`src/rtl/branch_predictor.sv`:
```
// Fetch-stage branch predictor: direct-mapped BTB with a 2-bit saturating
// counter per entry. Lookup is combinational on fetch_pc_i; training from
// the execute stage writes one entry at the clock edge.
//
// bpred_o packs the prediction bundle as
//   [PC_WIDTH+1] is_branch
//   [PC_WIDTH]   decision (1 = TAKEN, 0 = NOT_TAKEN)
//   [PC_WIDTH-1:0] pred_addr
module branch_predictor #(
    parameter int NUM_ENTRIES = 64,
    parameter int TAG_BITS    = 10,
    parameter int PC_WIDTH    = 32
) (
    input  logic                clk_i,
    input  logic                rstn_i,
    input  logic [PC_WIDTH-1:0] fetch_pc_i,
    output logic [PC_WIDTH+1:0] bpred_o,
    input  logic                upd_valid_i,
    input  logic                stall_i,
    input  logic [PC_WIDTH-1:0] upd_pc_i,
    input  logic [1:0]          upd_kind_i,
    input  logic                upd_taken_i,
    input  logic [PC_WIDTH-1:0] upd_target_i,
    input  logic                upd_mispred_i,
    output logic [31:0]         mispred_cnt_o
);

    localparam int IDX_BITS = $clog2(NUM_ENTRIES);

    localparam logic [1:0] KIND_NONE = 2'd0;
    localparam logic [1:0] KIND_COND = 2'd1;
    localparam logic [1:0] KIND_JALR = 2'd2;

    localparam logic TAKEN     = 1'b1;
    localparam logic NOT_TAKEN = 1'b0;

    // Saturating counter steps, range 0..3.
    function automatic logic [1:0] sat_inc(input logic [1:0] c);
        return (c == 2'b11) ? 2'b11 : c + 2'b01;
    endfunction

    function automatic logic [1:0] sat_dec(input logic [1:0] c);
        return (c == 2'b00) ? 2'b00 : c - 2'b01;
    endfunction

    // Table storage. Only valid is reset; tag/target/ctr are gated by it.
    logic [NUM_ENTRIES-1:0] valid_q;
    logic [TAG_BITS-1:0]    tag_q    [NUM_ENTRIES];
    logic [PC_WIDTH-1:0]    target_q [NUM_ENTRIES];
    logic [1:0]             ctr_q    [NUM_ENTRIES];

    // Lookup side.
    logic [IDX_BITS-1:0] fetch_idx;
    logic [TAG_BITS-1:0] fetch_tag;
    logic                fetch_hit;
    logic                fetch_taken;
    logic [PC_WIDTH-1:0] fetch_seq;

    assign fetch_idx   = fetch_pc_i[IDX_BITS+1:2];
    assign fetch_tag   = fetch_pc_i[TAG_BITS+IDX_BITS+1:IDX_BITS+2];
    assign fetch_hit   = valid_q[fetch_idx] && (tag_q[fetch_idx] == fetch_tag);
    assign fetch_taken = fetch_hit && ctr_q[fetch_idx][1];
    assign fetch_seq   = fetch_pc_i + PC_WIDTH'(4);

    assign bpred_o = {fetch_hit,
                      fetch_taken ? TAKEN : NOT_TAKEN,
                      fetch_taken ? target_q[fetch_idx] : fetch_seq};

    // Training side.
    logic [IDX_BITS-1:0] upd_idx;
    logic [TAG_BITS-1:0] upd_tag;
    logic                upd_hit;
    logic                train_en;
    logic                unused_upd_pc;

    assign upd_idx       = upd_pc_i[IDX_BITS+1:2];
    assign upd_tag       = upd_pc_i[TAG_BITS+IDX_BITS+1:IDX_BITS+2];
    assign upd_hit       = valid_q[upd_idx] && (tag_q[upd_idx] == upd_tag);
    assign train_en      = upd_valid_i && !stall_i;
    // Byte-offset and upper PC bits do not take part in index/tag.
    assign unused_upd_pc = ^upd_pc_i;

    logic                wr_en;
    logic                wr_valid;
    logic [TAG_BITS-1:0] wr_tag;
    logic [PC_WIDTH-1:0] wr_target;
    logic [1:0]          wr_ctr;

    // Work out the new contents of the trained entry from the resolved outcome.
    always_comb begin
        wr_en     = 1'b0;
        wr_valid  = valid_q[upd_idx];
        wr_tag    = upd_tag;
        wr_target = target_q[upd_idx];
        wr_ctr    = ctr_q[upd_idx];
        case (upd_kind_i)
            KIND_COND: begin
                if (upd_hit) begin
                    wr_en    = 1'b1;
                    wr_valid = 1'b1;
                    if (upd_taken_i == TAKEN) begin
                        wr_ctr    = sat_inc(ctr_q[upd_idx]);
                        wr_target = upd_target_i;
                    end else begin
                        wr_ctr = sat_dec(ctr_q[upd_idx]);
                    end
                end else if (upd_taken_i == TAKEN) begin
                    // Allocate weakly taken, evicting whatever was there.
                    wr_en     = 1'b1;
                    wr_valid  = 1'b1;
                    wr_target = upd_target_i;
                    wr_ctr    = 2'b10;
                end
            end
            KIND_JALR: begin
                // Indirect jumps are always taken; direction input is ignored.
                wr_en     = 1'b1;
                wr_valid  = 1'b1;
                wr_target = upd_target_i;
                wr_ctr    = 2'b11;
            end
            KIND_NONE: begin
                // A non-branch that aliases onto an entry evicts it.
                if (upd_hit) begin
                    wr_en    = 1'b1;
                    wr_valid = 1'b0;
                end
            end
            default: begin
                // JAL is redirected by the front end; table untouched.
            end
        endcase
    end

    // Valid bits: cleared by reset, otherwise written by training.
    always_ff @(posedge clk_i or negedge rstn_i) begin
        if (!rstn_i) begin
            valid_q <= '0;
        end else if (train_en && wr_en) begin
            valid_q[upd_idx] <= wr_valid;
        end
    end

    // Entry payload: no reset needed since valid gates every read.
    always_ff @(posedge clk_i) begin
        if (train_en && wr_en) begin
            tag_q[upd_idx]    <= wr_tag;
            target_q[upd_idx] <= wr_target;
            ctr_q[upd_idx]    <= wr_ctr;
        end
    end

    // Count mispredictions reported on unstalled resolutions; wraps naturally.
    always_ff @(posedge clk_i or negedge rstn_i) begin
        if (!rstn_i) begin
            mispred_cnt_o <= '0;
        end else if (train_en && upd_mispred_i) begin
            mispred_cnt_o <= mispred_cnt_o + 32'd1;
        end
    end

endmodule

```
`config.mk`:
```
export PLATFORM = sky130hd
export DESIGN_NAME = branch_predictor
export DESIGN_NICKNAME = d
export VERILOG_FILES = /design/src/rtl/branch_predictor.sv
export SDC_FILE = /design/constraint.sdc
export NUM_CORES = 2
export LEC_CHECK = 0
export CORE_AREA = 2 2 588 590
export DETAILED_ROUTE_END_ITERATION = 10
export DIE_AREA = 0 0 590 592
export PLACE_DENSITY = 0.55
export SYNTH_ARGS = -nofsm -noshare
export SYNTH_HDL_FRONTEND = slang
export SYNTH_SLANG_ARGS = --single-unit
```
`constraint.sdc`:
```
create_clock -name clk_i -period 10.1 [get_ports clk_i]
set_clock_uncertainty 0.1 [all_clocks]
set_input_delay 2.02 -clock clk_i [delete_from_list [all_inputs] [get_ports clk_i]]
set_output_delay 2.02 -clock clk_i [all_outputs]
set_load 0.05 [all_outputs]
```
==> out/metrics.csv <==
stage,metric,value,unit
synth,yosysMostFrequentCell,edfxtp_1,
worst_setup_path,path_cells,buf_8 -> buf_12 -> buf_4 -> mux4_2 -> mux2i_1 -> mux2i_1 -> mux2i_1 -> o21ai_0 -> xor2_1 -> nor2_1 -> nand4_1 -> nor4_4 -> buf_12 -> mux2_2 -> buf_4,
floorplan,fp.dieH,592,um
floorplan,die_x,590,um
drt,post-route-drc-count,0,
clock_network,cts_buffers,316,
clock_network,path_clk_slew,0.05,ns
synth,yosysWarnings,0,
pwr,vdd_drop_max,0.144,mV
worst_setup_path,arrival,6.89,ns
final_layout,layout.cells.non_filler,10700,
global_routing,antenna_found_initial,43,
synth,ys_async_sr_fraction,3.30,%
floorplan,core_area,0.342,mm^2
worst_setup_path,path_class,primary input to primary output,
synth,synth_common_cells,"edfxtp_1, mux4_2, clkbuf_1",
synth,ys_seq_area_share,72.8,%
worst_setup_path,r2r-start,tag_q[46][3],
final_layout,nNetsFinal,5939,
floorplan,dieArea,0.349,mm^2
synth,synth_edf_count,2816,
global_routing,grt_overflow,0,
worst_hold_path,worstHoldStart,mispred_cnt_o[31],
worst_setup_path,ff2ff_path_depth,12,
global_routing,grtUsageTotal,21.2,%
drt,wl_met2,180,mm
clock_network,cts_tree,done,
placed_design,io_buffer_count,153,
sta,fin_crit_sh,89.2,%
drt,ant_nets,0,
synth,synth.distinct_cells,69,
worst_setup_path,r2r_end,tag_q[37][9],
worst_hold_path,whs_endpoint,mispred_cnt_o[31],
final_layout,syn_to_final_growth,15.9,%
sta,fmax,111,MHz
synth,synth_area,0.119,mm^2
clock_network,worstSkewPairLatency,0.92,ns
worst_setup_path,crit_path_start,fetch_pc_i[2],
status,status,finished clean,
synth,avgSynthCellArea,22.1,um^2
clock_network,cts_htree_levels,5,
drt,drt_pass1_iterations,6,
global_routing,grt_pass1_vias,62600,
synth,netlist.top_cell.by_area,edfxtp_1,
synth,netlist.area_leader.share,70.8,%
worst_setup_path,crit_fanout,40,
pwr,fin_total_pwr,26.6,mW
worst_setup_path,cp.required,7.98,ns
sta,layout_setup_ws,1.09,ns
sta,tns,0,ns
worst_setup_path,cp-end-kind,primary output,
drt,wl_per_cell,35.3,um
placed_design,pre_cts_ws,1.14,ns
placed_design,routabilityCongestion,0.882,
synth,syn_nets,5527,
floorplan,start_util,34.9,%
global_routing,grt_first_pass_wirelength,515,mm
pwr,power.density,192,mW/mm^2
floorplan,ioPinCount,170,
sta,worstMarginPinSlew,1.40,ns
pwr,p_leak,43.1,nW
sta,rsz0062_at_grt,false,
sta,drv_slew,0,
clock_network,clockRootBuffer,clkbuf_16,
worst_setup_path,slowest_delay,0.56,ns
drt,top_layer,met5,
drt,drtIter0Drc,8350,
clock_network,post_cts_resized,0,
clock_network,clock_sinks,2912,
synth,yosys-top-cells-area,"edfxtp_1, mux4_2, dfrtp_1, mux2_2, mux2i_1",
sta,min_period,9.01,ns
drt,viasPerCell,5.85,
worst_setup_path,start_kind,primary input,
worst_setup_path,critPathBufInv,5,
sta,final_hold_viol_count,0,
global_routing,grt_max_degree,138,
drt,routed-via-count,62300,
placed_design,place_hpwl,216,mm
clock_network,post-cts-setup-buffers,0,
worst_hold_path,min_path_cells,1,
drt,wl_met1,150,mm
flow_run,max_cap_viol_count,0,
worst_setup_path,cpLargestDelayFamily,multiplexers,
final_layout,drive_gt1_share,34.5,%
floorplan,rows,215,
synth,synth_ff_type,edfxtp_1,
sta,finalSetupViolCount,0,
synth,ys_ff_latch,2912,
sta,slew_headroom,6.91,%
worst_hold_path,hold_class,register to register,
final_layout,design_area,0.138,mm^2
clock_network,hold_buffers,0,
worst_setup_path,rrSetupSlack,3.98,ns
drt,dr_wl_met3,31.0,mm
worst_setup_path,cpMostUsedCell,mux2i_1,
placed_design,post-place-cells,10100,
synth,synthCells,5417,
drt,routed_wl,376,mm
clock_network,clk_path_buf_depth,4,
placed_design,place_area,0.128,mm^2
worst_setup_path,slowest_stage,mux4_2,
==> cell families (layout without fill, tap and decap cells) <==
family / count (synthesis) / after routing / synth area share, %
DFF: 2912 / 2912 / 72.8
other: 0 / 18 / 0
and+or+nand+nor: 374 / 374 / 1.52
muxes: 1224 / 1224 / 20.5
buffers and inverters: 365 / 1031 / 1.41
adders and majority gates: 6 / 6 / 0.0628
AOI/OAI and AO/OA: 459 / 459 / 3.12
xor gates and xnor gates: 77 / 77 / 0.565
==> how the worst max path moves through the flow <==
stage / depth (start not counted) / slack, ns / endpoint
floorplan: 15 / 1.95 / bpred_o[2]
global placement: 15 / 1.12 / bpred_o[13]
detailed placement: 15 / 1.14 / bpred_o[13]
CTS: 15 / 1.13 / bpred_o[13]
global route: 15 / 0.99 / bpred_o[4]
finish: 15 / 1.09 / bpred_o[4]
==> flip-flops by register name, summed over array words and instances, names as in the netlist <==
| name | count |
|---|---|
| target_q | 2048 |
| ctr_q | 128 |
| mispred_cnt_o | 32 |
| tag_q | 640 |
| valid_q | 64 |
==> routing by layer <==
metal	vias to the layer above	track usage [%]
li1	24300	-
met5	-	0
met3	655	4.16
met1	34200	28.4
met4	10	8.28
met2	3192	34.1
==> final cells by class <==
type                            instances  area (um^2)
Multi-Input combinational cell       2140        31500
Antenna cell                           18         45.0
Clock buffer                          388         8360
Sequential cell                      2912        87000
Timing Repair Buffer                  445         3770
Clock inverter                        184         2050
Fill cell                           29900       204000
Tap cell                             4557         5700
Inverter                               14         60.1
==> report_power, final <==
group          leakage [nW]  switching, mW  internal [mW]  total, mW
registers              26.6         0.0200           13.3       13.3
logic                  11.4           1.01          0.604       1.62
clock network          5.04           4.90           6.76       11.7
total                  43.1           5.93           20.7       26.6
==> cell usage in the layout (no fill, tap or decap), drive strengths merged, types with 15 or more instances in the layout <==
cell type	netlist	routed
a221oi	73	73
a221o	21	21
nand2	110	110
a21oi	48	48
edfxtp	2816	2816
bufinv	0	32
diode	0	18
xor2	24	24
nand3	30	30
mux4	963	963
mux2i	98	98
clkinvlp	0	15
o22ai	26	26
a211oi	67	67
a22o	20	20
dfrtp	96	96
o21ai	32	32
inv	14	27
a22oi	101	101
a31oi	22	22
clkbuf	181	389
clkdlybuf4s50	0	67
and3	17	17
xnor2	53	53
buf	170	377
clkinv	0	124
mux2	163	163
nor2	116	116
nand4	21	21
nor2b	16	16
==> through the flow <==
stage	hold slack, ns	utilization [%]
after global routing	0.404	40.4
after detailed placement	0.356	37.4
after floorplan	0.370	-
after global placement	0.362	37.4
after CTS	0.375	40.4
final	0.375	40.4
Power figures use the tool's default switching activity.
